<file path="config.mk">
export PLATFORM = sky130hd
export DESIGN_NAME = imc_param
export DESIGN_NICKNAME = d
export VERILOG_FILES = /design/src/rtl/imc_param.sv
export SDC_FILE = /design/constraint.sdc
export NUM_CORES = 2
export LEC_CHECK = 0
export ABC_AREA = 1
export CAP_MARGIN = 20
export CELL_PAD_IN_SITES_DETAIL_PLACEMENT = 0
export CELL_PAD_IN_SITES_GLOBAL_PLACEMENT = 1
export CORE_MARGIN = 2
export CORE_UTILIZATION = 44
export DETAILED_ROUTE_END_ITERATION = 10
export PLACE_DENSITY = 0.89
export SLEW_MARGIN = 5
export SYNTH_ARGS = -nofsm -noshare
export SYNTH_HDL_FRONTEND = slang
export SYNTH_SLANG_ARGS = --single-unit
</file>
<file path="constraint.sdc">
create_clock -name clk -period 5.63 [get_ports clk]
set_input_delay 0.8445 -clock clk [delete_from_list [all_inputs] [get_ports clk]]
set_output_delay 0.8445 -clock clk [all_outputs]
set_load 0.02 [all_outputs]
</file>
<file path="src/rtl/imc_param.sv">
// imc_param: 2x2 fixed-point matrix inverter built around one shared restoring divider.
// Optional macro IMC_ROUND_EN rounds each quotient to nearest instead of truncating.
module imc_param #(
  parameter int WIDTH = 16,
  parameter int FRAC  = 8
) (
  input  logic             clk,
  input  logic             rst,
  input  logic             start,
  output logic             ready,
  input  logic [WIDTH-1:0] aIn,
  input  logic [WIDTH-1:0] bIn,
  input  logic [WIDTH-1:0] cIn,
  input  logic [WIDTH-1:0] dIn,
  output logic [WIDTH-1:0] aOut,
  output logic [WIDTH-1:0] bOut,
  output logic [WIDTH-1:0] cOut,
  output logic [WIDTH-1:0] dOut,
  output logic             aOut_sign,
  output logic             bOut_sign,
  output logic             cOut_sign,
  output logic             dOut_sign,
  output logic             done,
  output logic             singular,
  output logic             overflow
);

  localparam int QW = WIDTH + 2*FRAC;
  localparam int PW = 2*WIDTH;
  localparam int DW = 2*WIDTH + 1;
  localparam int CW = $clog2(QW);
  localparam logic [CW-1:0] LAST_BIT = CW'(QW - 1);

  typedef enum logic [2:0] {IDLE, MULT, DET, DIV, DONE} state_t;

  state_t                  state;
  logic [CW-1:0]           bit_cnt;
  logic [1:0]              elem;
  logic                    sing_r;

  logic signed [WIDTH-1:0] a_r, b_r, c_r, d_r;
  logic signed [PW-1:0]    ad_r, bc_r;
  logic signed [DW-1:0]    det_c;
  logic [DW-1:0]           det_abs;
  logic [DW-1:0]           det_mag;
  logic                    det_neg;
  logic [QW-1:0]           dq, q_nx;
  logic [DW-1:0]           rem, rem_nx;
  logic [DW:0]             trial;
  logic                    num_neg;
  logic [3:0][WIDTH-1:0]   mag_q;
  logic [3:0]              sgn_q, sat_q;

  logic [1:0]              num_idx;
  logic signed [WIDTH-1:0] num_sel;
  logic                    num_flip;
  logic [WIDTH-1:0]        num_mag;
  logic                    num_neg_c;
  logic [QW:0]             q_fin;
  logic [WIDTH:0]          q_sat;

  function automatic logic [WIDTH-1:0] mag_of(input logic signed [WIDTH-1:0] v);
    return v[WIDTH-1] ? WIDTH'(-v) : WIDTH'(v);
  endfunction

  function automatic logic [WIDTH:0] saturate(input logic [QW:0] q);
    if (|q[QW:WIDTH]) return {1'b1, {WIDTH{1'b1}}};
    return {1'b0, q[WIDTH-1:0]};
  endfunction

`ifdef IMC_ROUND_EN
  function automatic logic [QW:0] round_q(input logic [QW-1:0] q,
                                          input logic [DW-1:0] r,
                                          input logic [DW-1:0] dv);
    return {1'b0, q} + {{QW{1'b0}}, ({r, 1'b0} >= {1'b0, dv})};
  endfunction
`endif

  assign det_c   = $signed({ad_r[PW-1], ad_r}) - $signed({bc_r[PW-1], bc_r});
  assign det_abs = det_c[DW-1] ? -det_c : det_c;

  // Numerator order d, -b, -c, a; DET preloads element 0, DIV preloads the next one.
  always_comb begin
    num_idx = (state == DIV) ? elem + 2'd1 : 2'd0;
    case (num_idx)
      2'd0:    begin num_sel = d_r; num_flip = 1'b0; end
      2'd1:    begin num_sel = b_r; num_flip = 1'b1; end
      2'd2:    begin num_sel = c_r; num_flip = 1'b1; end
      default: begin num_sel = a_r; num_flip = 1'b0; end
    endcase
    num_mag   = mag_of(num_sel);
    num_neg_c = (num_sel != '0) && (num_sel[WIDTH-1] ^ num_flip);
  end

  // One restoring step; the low DW bits of the difference are exact when trial >= divisor.
  always_comb begin
    trial = {rem, dq[QW-1]};
    if (trial >= {1'b0, det_mag}) begin
      rem_nx = trial[DW-1:0] - det_mag;
      q_nx   = {dq[QW-2:0], 1'b1};
    end else begin
      rem_nx = trial[DW-1:0];
      q_nx   = {dq[QW-2:0], 1'b0};
    end
`ifdef IMC_ROUND_EN
    q_fin = round_q(q_nx, rem_nx, det_mag);
`else
    q_fin = {1'b0, q_nx};
`endif
    q_sat = saturate(q_fin);
  end

  always_ff @(posedge clk) begin
    case (state)
      IDLE: begin
        if (start) begin
          a_r <= $signed(aIn);
          b_r <= $signed(bIn);
          c_r <= $signed(cIn);
          d_r <= $signed(dIn);
        end
      end
      MULT: begin
        ad_r <= PW'(a_r) * PW'(d_r);
        bc_r <= PW'(b_r) * PW'(c_r);
      end
      DET: begin
        det_mag <= det_abs;
        det_neg <= det_c[DW-1];
        dq      <= {num_mag, {(2*FRAC){1'b0}}};
        rem     <= '0;
        num_neg <= num_neg_c;
      end
      DIV: begin
        if (bit_cnt == LAST_BIT) begin
          mag_q[elem] <= q_sat[WIDTH-1:0];
          sat_q[elem] <= q_sat[WIDTH];
          sgn_q[elem] <= (q_sat[WIDTH-1:0] != '0) && (num_neg ^ det_neg);
          dq          <= {num_mag, {(2*FRAC){1'b0}}};
          rem         <= '0;
          num_neg     <= num_neg_c;
        end else begin
          dq  <= q_nx;
          rem <= rem_nx;
        end
      end
      default: ;
    endcase
  end

  always_ff @(posedge clk) begin
    if (rst) begin
      state     <= IDLE;
      ready     <= 1'b1;
      done      <= 1'b0;
      singular  <= 1'b0;
      overflow  <= 1'b0;
      aOut      <= '0;
      bOut      <= '0;
      cOut      <= '0;
      dOut      <= '0;
      aOut_sign <= 1'b0;
      bOut_sign <= 1'b0;
      cOut_sign <= 1'b0;
      dOut_sign <= 1'b0;
      bit_cnt   <= '0;
      elem      <= '0;
      sing_r    <= 1'b0;
    end else begin
      done <= 1'b0;
      case (state)
        IDLE: begin
          if (start) begin
            state <= MULT;
            ready <= 1'b0;
          end
        end
        MULT: state <= DET;
        DET: begin
          bit_cnt <= '0;
          elem    <= '0;
          sing_r  <= (det_c == '0);
          state   <= (det_c == '0) ? DONE : DIV;
        end
        DIV: begin
          if (bit_cnt == LAST_BIT) begin
            bit_cnt <= '0;
            if (elem == 2'd3) state <= DONE;
            else              elem  <= elem + 2'd1;
          end else begin
            bit_cnt <= bit_cnt + 1'b1;
          end
        end
        DONE: begin
          done      <= 1'b1;
          ready     <= 1'b1;
          state     <= IDLE;
          singular  <= sing_r;
          overflow  <= !sing_r && (|sat_q);
          aOut      <= sing_r ? '0 : mag_q[0];
          bOut      <= sing_r ? '0 : mag_q[1];
          cOut      <= sing_r ? '0 : mag_q[2];
          dOut      <= sing_r ? '0 : mag_q[3];
          aOut_sign <= !sing_r && sgn_q[0];
          bOut_sign <= !sing_r && sgn_q[1];
          cOut_sign <= !sing_r && sgn_q[2];
          dOut_sign <= !sing_r && sgn_q[3];
        end
        default: state <= IDLE;
      endcase
    end
  end

endmodule

</file>
# After elaboration in Yosys (flattened, before gate mapping)

Index checks and enable logic that the tools add are counted.

Output and inout bits: 72
Bits in registers: 383
Word-level logic and storage cells: 124
Input port bits: 67

$lt $le $gt $ge: 3
Reductions and logical operators: 25
Multipliers: 2
Bitwise logic cells: 2
Eq/ne operators: 12
Multiplexer cells: 40
Add/subtract/negate cells: 6

Operators by type and width:

| cell                                                           | number |
|---|---|
| 16-bit 2-to-1 mux                                              | 6 |
| 33-bit 2-to-1 mux                                              | 2 |
| 33-bit case mux with 2 select lines                            | 1 |
| 64-bit bitwise mux                                             | 1 |
| 16-bit by 16-bit multiplier with 32-bit output                 | 2 |
| 32-bit 2-to-1 mux                                              | 2 |
| 32-bit case mux with 2 select lines                            | 1 |
| 16-bit case mux with 3 select lines                            | 1 |
| 34-bit by 33-bit greater-or-equal comparator with 1-bit output | 1 |
| 17-bit 2-to-1 mux                                              | 2 |
| 33-bit zero test                                               | 1 |
| 33-bit negation                                                | 1 |
| 32-bit by 32-bit subtractor with 33-bit output                 | 1 |
| 33-bit subtractor                                              | 1 |
| 16-bit demux with 2-bit select                                 | 1 |
| 16-bit nonzero test                                            | 2 |
| 16-bit negation                                                | 1 |
| 16-bit OR reduction                                            | 1 |
| 3-bit 2-to-1 mux                                               | 4 |
| 3-bit case mux with 4 select lines                             | 1 |
| 5-bit case mux with 2 select lines                             | 1 |
| 4-bit bitwise mux                                              | 2 |
| 1-bit logical AND                                              | 8 |
| 2-bit AND reduction                                            | 4 |
| 26 further kinds                                               | 42 |

# Logic depth before layout (Yosys ltp)

Depth after elaboration: 9
Gate-level depth with buffers: 27
Mapped depth without buffers: 25

# Worst setup path before layout

Ideal clock, no wire load.

Path kind: flip-flop to flip-flop
Start point: register c_r[2]
End point: register bc_r[30], data pin
Buffers on the path: 2
Period minus slack after synthesis: 5.943 ns
Data arrival time: 5.684 ns
Stages on the path, launching flop included: 21
Library setup time: 0.259 ns
Data required time: 5.371 ns
Setup slack: -0.313 ns
Cells stage by stage: edfxtp_1 > clkbuf_1 > clkbuf_1 > nand2_1 > fa_1 > inv_1 > fa_1 > inv_1 > fa_1 > fa_1 > fa_1 > fa_1 > inv_1 > ha_1 > nand2_1 > nor2_1 > a221oi_1 > o221ai_1 > nand3_1 > nand2_1 > xor2_1

Longest elaborated chain between the ends: 1

RTL lines:

| what                                           | line | RTL |
|---|---|---|
| start, declared                                | 41   | `logic signed [WIDTH-1:0] a_r, b_r, c_r, d_r;` |
| start signal, assigned                         | 119  | `c_r <= $signed(cIn);` |
| 16-bit by 16-bit multiplier with 32-bit output | 125  | `bc_r <= PW'(b_r) * PW'(c_r);` |
| end signal, assigned                           | 125  |  |
| end, declared                                  | 42   | `logic signed [PW-1:0] ad_r, bc_r;` |

Every way passes these cells.
A chain may end at the register's enable or synchronous reset.

# Final worst setup path

Start point: register a_r[15]
End point: register ad_r[28], data pin

Longest elaborated chain between the ends: 1

RTL lines:

| what                                           | line | RTL |
|---|---|---|
| start, declared                                | 41   |  |
| start signal, assigned                         | 117  | `a_r <= $signed(aIn);` |
| 16-bit by 16-bit multiplier with 32-bit output | 124  | `ad_r <= PW'(a_r) * PW'(d_r);` |
| end signal, assigned                           | 124  |  |
| end, declared                                  | 42   |  |

Every way passes these cells.

==> results.md <==
* Clock tree from TritonCTS: yes
* Post-synthesis net count at roughly 5500
* Highest metal layer with signal wires: met4
* RD Place Congestion at 0.935
* Cell area after synthesis at 39800 sq um
* Root buffer cell: sky130_fd_sc_hd__clkbuf_16
* WL per Instance at between 15 and 20 um
* Max-slew violation count at 0
* Critical path cell sequence: buf_4, nand2_1, inv_2, fa_2, buf_6, fa_1, fa_2, fa_1, fa_1, inv_1, fa_1, inv_2, ha_4, a21oi_2, o21ai_1, a21oi_2, nand3_2, a31o_4, nand3_1, nand3_1, xor2_1
* Worst path most repeated cell: sky130_fd_sc_hd__fa_1
* CTS H-tree depth at 2
* Total Die Area at slightly above 90000 sq um
* Detailed Place HPWL at just over 80000 um
* Overall Global Routing Usage at 0.223
* RSZ-0062 raised after global routing: yes
* Cells taking the most area after synthesis: sky130_fd_sc_hd__fa_1 (26%), sky130_fd_sc_hd__edfxtp_1 (23%), sky130_fd_sc_hd__inv_1 (11%), sky130_fd_sc_hd__nand2_1 (10%), sky130_fd_sc_hd__ha_1 (7.6%)
* Maximum clock rate at 177 MHz
* Floorplan die height at a little over 300 um
* Worst EP required at around 6.0 ns
* Fraction of layout cells with a size suffix above 1 at 0.153
* Synthesis warning total at 0
* Die extent in x at a little over 300 um
* Top-area cell type share of the netlist area at 0.265
* Metal-1 WL at between 40000 and 50000 um
* Synth Area per Inst at around 8.6 sq um
* Number of violations of the max-capacitance limit at 0
* Fraction of synthesis flops using an asynchronous set or reset pin at 0
* Aggregate routed wire length at 105000 um
* Sequential-to-total area share from yosys stat at 0.268
* Utilization after layout at 0.533
* CP Data Arrival Time at approximately 6.0 ns
* Register clock-pin slew on the reported worst setup and hold paths at roughly 0.060 ns
* First-pass GRT wire length at between 150000 and 200000 um
* Antenna Cells at 0
* Initial antenna violation count at 1
* Post-synth EDFFs at 300
* Max stage delay cell, worst path: sky130_fd_sc_hd__fa_2
* Area of the placeable core at ~90000 sq um
* Final period demand of the worst path at approximately 5.6 ns
* Number of top-level pins at approximately 140
* Drt pass-1 iters at 5
* Maximum fanout along the worst path at 7
* CP peak stage delay at approximately 0.66 ns
* Unique masters post-synth at 63
* Worst relative slew slack at 0.312
* Worst setup path category: reg -> reg
* Via count of the first global-routing pass at around 32000
* Final-report setup violation count at 1
* Count of antenna-violating nets left after detailed routing at 0
* Post-route DRC violation count at 0
* Hold violation total from the final report at 0
* Total gr overflow at 0
* Sinks on Clock Net at 383
* Vias per std cell at between 5 and 6
* Pre-CTS setup slack at -0.403 ns
* Critical Path Start Type: flop
* Failing checks: negative setup slack
* Met2 wire length at a little over 50000 um
* Slew at the pin with the worst max-slew slack at about 1.0 ns
* Top-count cell post-synth: sky130_fd_sc_hd__inv_1
* Share of the clock period used by the worst path after layout at 1.00
* Maximum buffer depth of the clock tree at 3
* Sum of met3 wire segment lengths after detailed routing at 6260 um
* Number of clock buffers inserted by TritonCTS at 42
* Number of vias after detailed routing at between 30000 and 40000
* Cell types with the highest counts after synthesis: sky130_fd_sc_hd__inv_1 (1139), sky130_fd_sc_hd__nand2_1 (1077), sky130_fd_sc_hd__fa_1 (526)
* Cell count after placement at ~6000
* Maximum number of pins on one net before global-route repair at 72
* Type of destination of the critical path: flop
* Summed negative setup slack over all endpoints at -0.00571 ns
* Total Nets Final at approximately 5800
* Post-synthesis instance total at 4623
* Most used DFF post-synth: sky130_fd_sc_hd__edfxtp_1
* Outcome: finished with violations
* Number of DRC markers after the initial detailed-route iteration at 2181
* Setup Skew at 0.0234 ns
* Std-Cell Rows at 110
* Initial core utilization at 0.443
* Clock Latency Late Sink at ~0.6 ns
* Fillers at approximately 8000
* Number of standard cells in the layout, taps in and fillers out at 6174
* Growth of design area from synthesis to finish at 20.4%
* Count of input and output buffers at about 140
* Worst min path class: reg -> reg
* Most area-hungry cell type in the Yosys netlist: sky130_fd_sc_hd__fa_1
* Register bit count reported by yosys at around 380
* Final worst-path setup slack at -0.00571 ns
==> worst max-delay path, delay by kind of cell (launching register included) <==
family	cells	cell delay, ns
adders and majority gates	7	3.27
AOI/OAI and AO/OA	4	0.78
buffers and inverters	5	0.46
DFF	1	0.39
and+or+nand+nor	4	0.33
xor gates and xnor gates	1	0.15
==> cell usage in the layout (no fill, tap or decap), drive strengths merged, types with 104 or more instances in the layout <==
cell type         n
nand3           107
inv            1159
buf             339
nor2            255
o21ai           104
nand2          1103
ha              242
edfxtp          300
fa              526
a21oi           169
clkdlybuf4s50   138
==> routing by layer <==
metal | vias up | track usage
met5 | - | 0
met4 | 0 | 0.0569
met3 | 167 | 0.0307
met2 | 929 | 0.380
met1 | 15152 | 0.301
li1 | 14798 | -
==> kinds of logic (layout without fill, tap and decap cells) <==
logic type | Yosys count | in the layout | share of synthesized area
flip-flops | 383 | 383 | 0.268
adder cells (fa/ha/maj) | 768 | 768 | 0.341
buffers and inverters | 1334 | 1709 | 0.127
AND/OR/NAND/NOR | 1557 | 1557 | 0.162
XOR/XNOR | 137 | 137 | 0.0302
AO/OA/AOI/OAI | 444 | 444 | 0.0717
==> stage by stage <==
stage               instance area, sq um  hold WS [ns]
floorplan                          39800         0.442
finish                             47900         0.463
CTS                                46300         0.466
global route                       47900         0.493
global placement                   44300         0.444
detailed placement                 44300         0.452
==> final cells by class <==
cell class,instances,area [sq um],share of cell area
clock buffer,52,1120,0.0234
tap,1176,1470,0.0307
sequential,383,10700,0.223
multi-input combinational,2906,25500,0.533
clock inverter,24,234,0.00489
inverter,1156,4340,0.0908
timing repair buffer,477,4500,0.0940
==> registers in the layout, indices dropped and copies added (netlist names), 4 cells and up <==
name     count
mag_q       64
bc_r        32
det_mag     33
bit_cnt      5
rem         33
dOut        16
sgn_q        4
b_r         16
d_r         16
c_r         16
bOut        16
a_r         16
ad_r        32
cOut        16
aOut        16
dq          32
sat_q        4
==> final timing paths <==
check,start,slack [ns],cells past startpoint,end
max,a_r[15]$_DFFE_PP_,-0.006,21,ad_r[28]$_DFFE_PP_
min,bOut[14]$_SDFFE_PP0P_,0.46,1,bOut[14]$_SDFFE_PP0P_
max reg2reg,a_r[15]$_DFFE_PP_,-0.006,21,ad_r[28]$_DFFE_PP_
min reg2reg,bOut[14]$_SDFFE_PP0P_,0.46,1,bOut[14]$_SDFFE_PP0P_
==> timing repair <==
action	in CTS	in global routing
endpoints found under the hold margin	0	0
hold buffers	0	0
pin swaps	28	151
buffers inserted	26	52
cloned	1	0
gates resized for setup	93	279
setup endpoints to repair	24	30
Power is left out: the tool's default activity adds up to more than one toggle a clock period on the data nets, which glitch-free logic cannot reach.
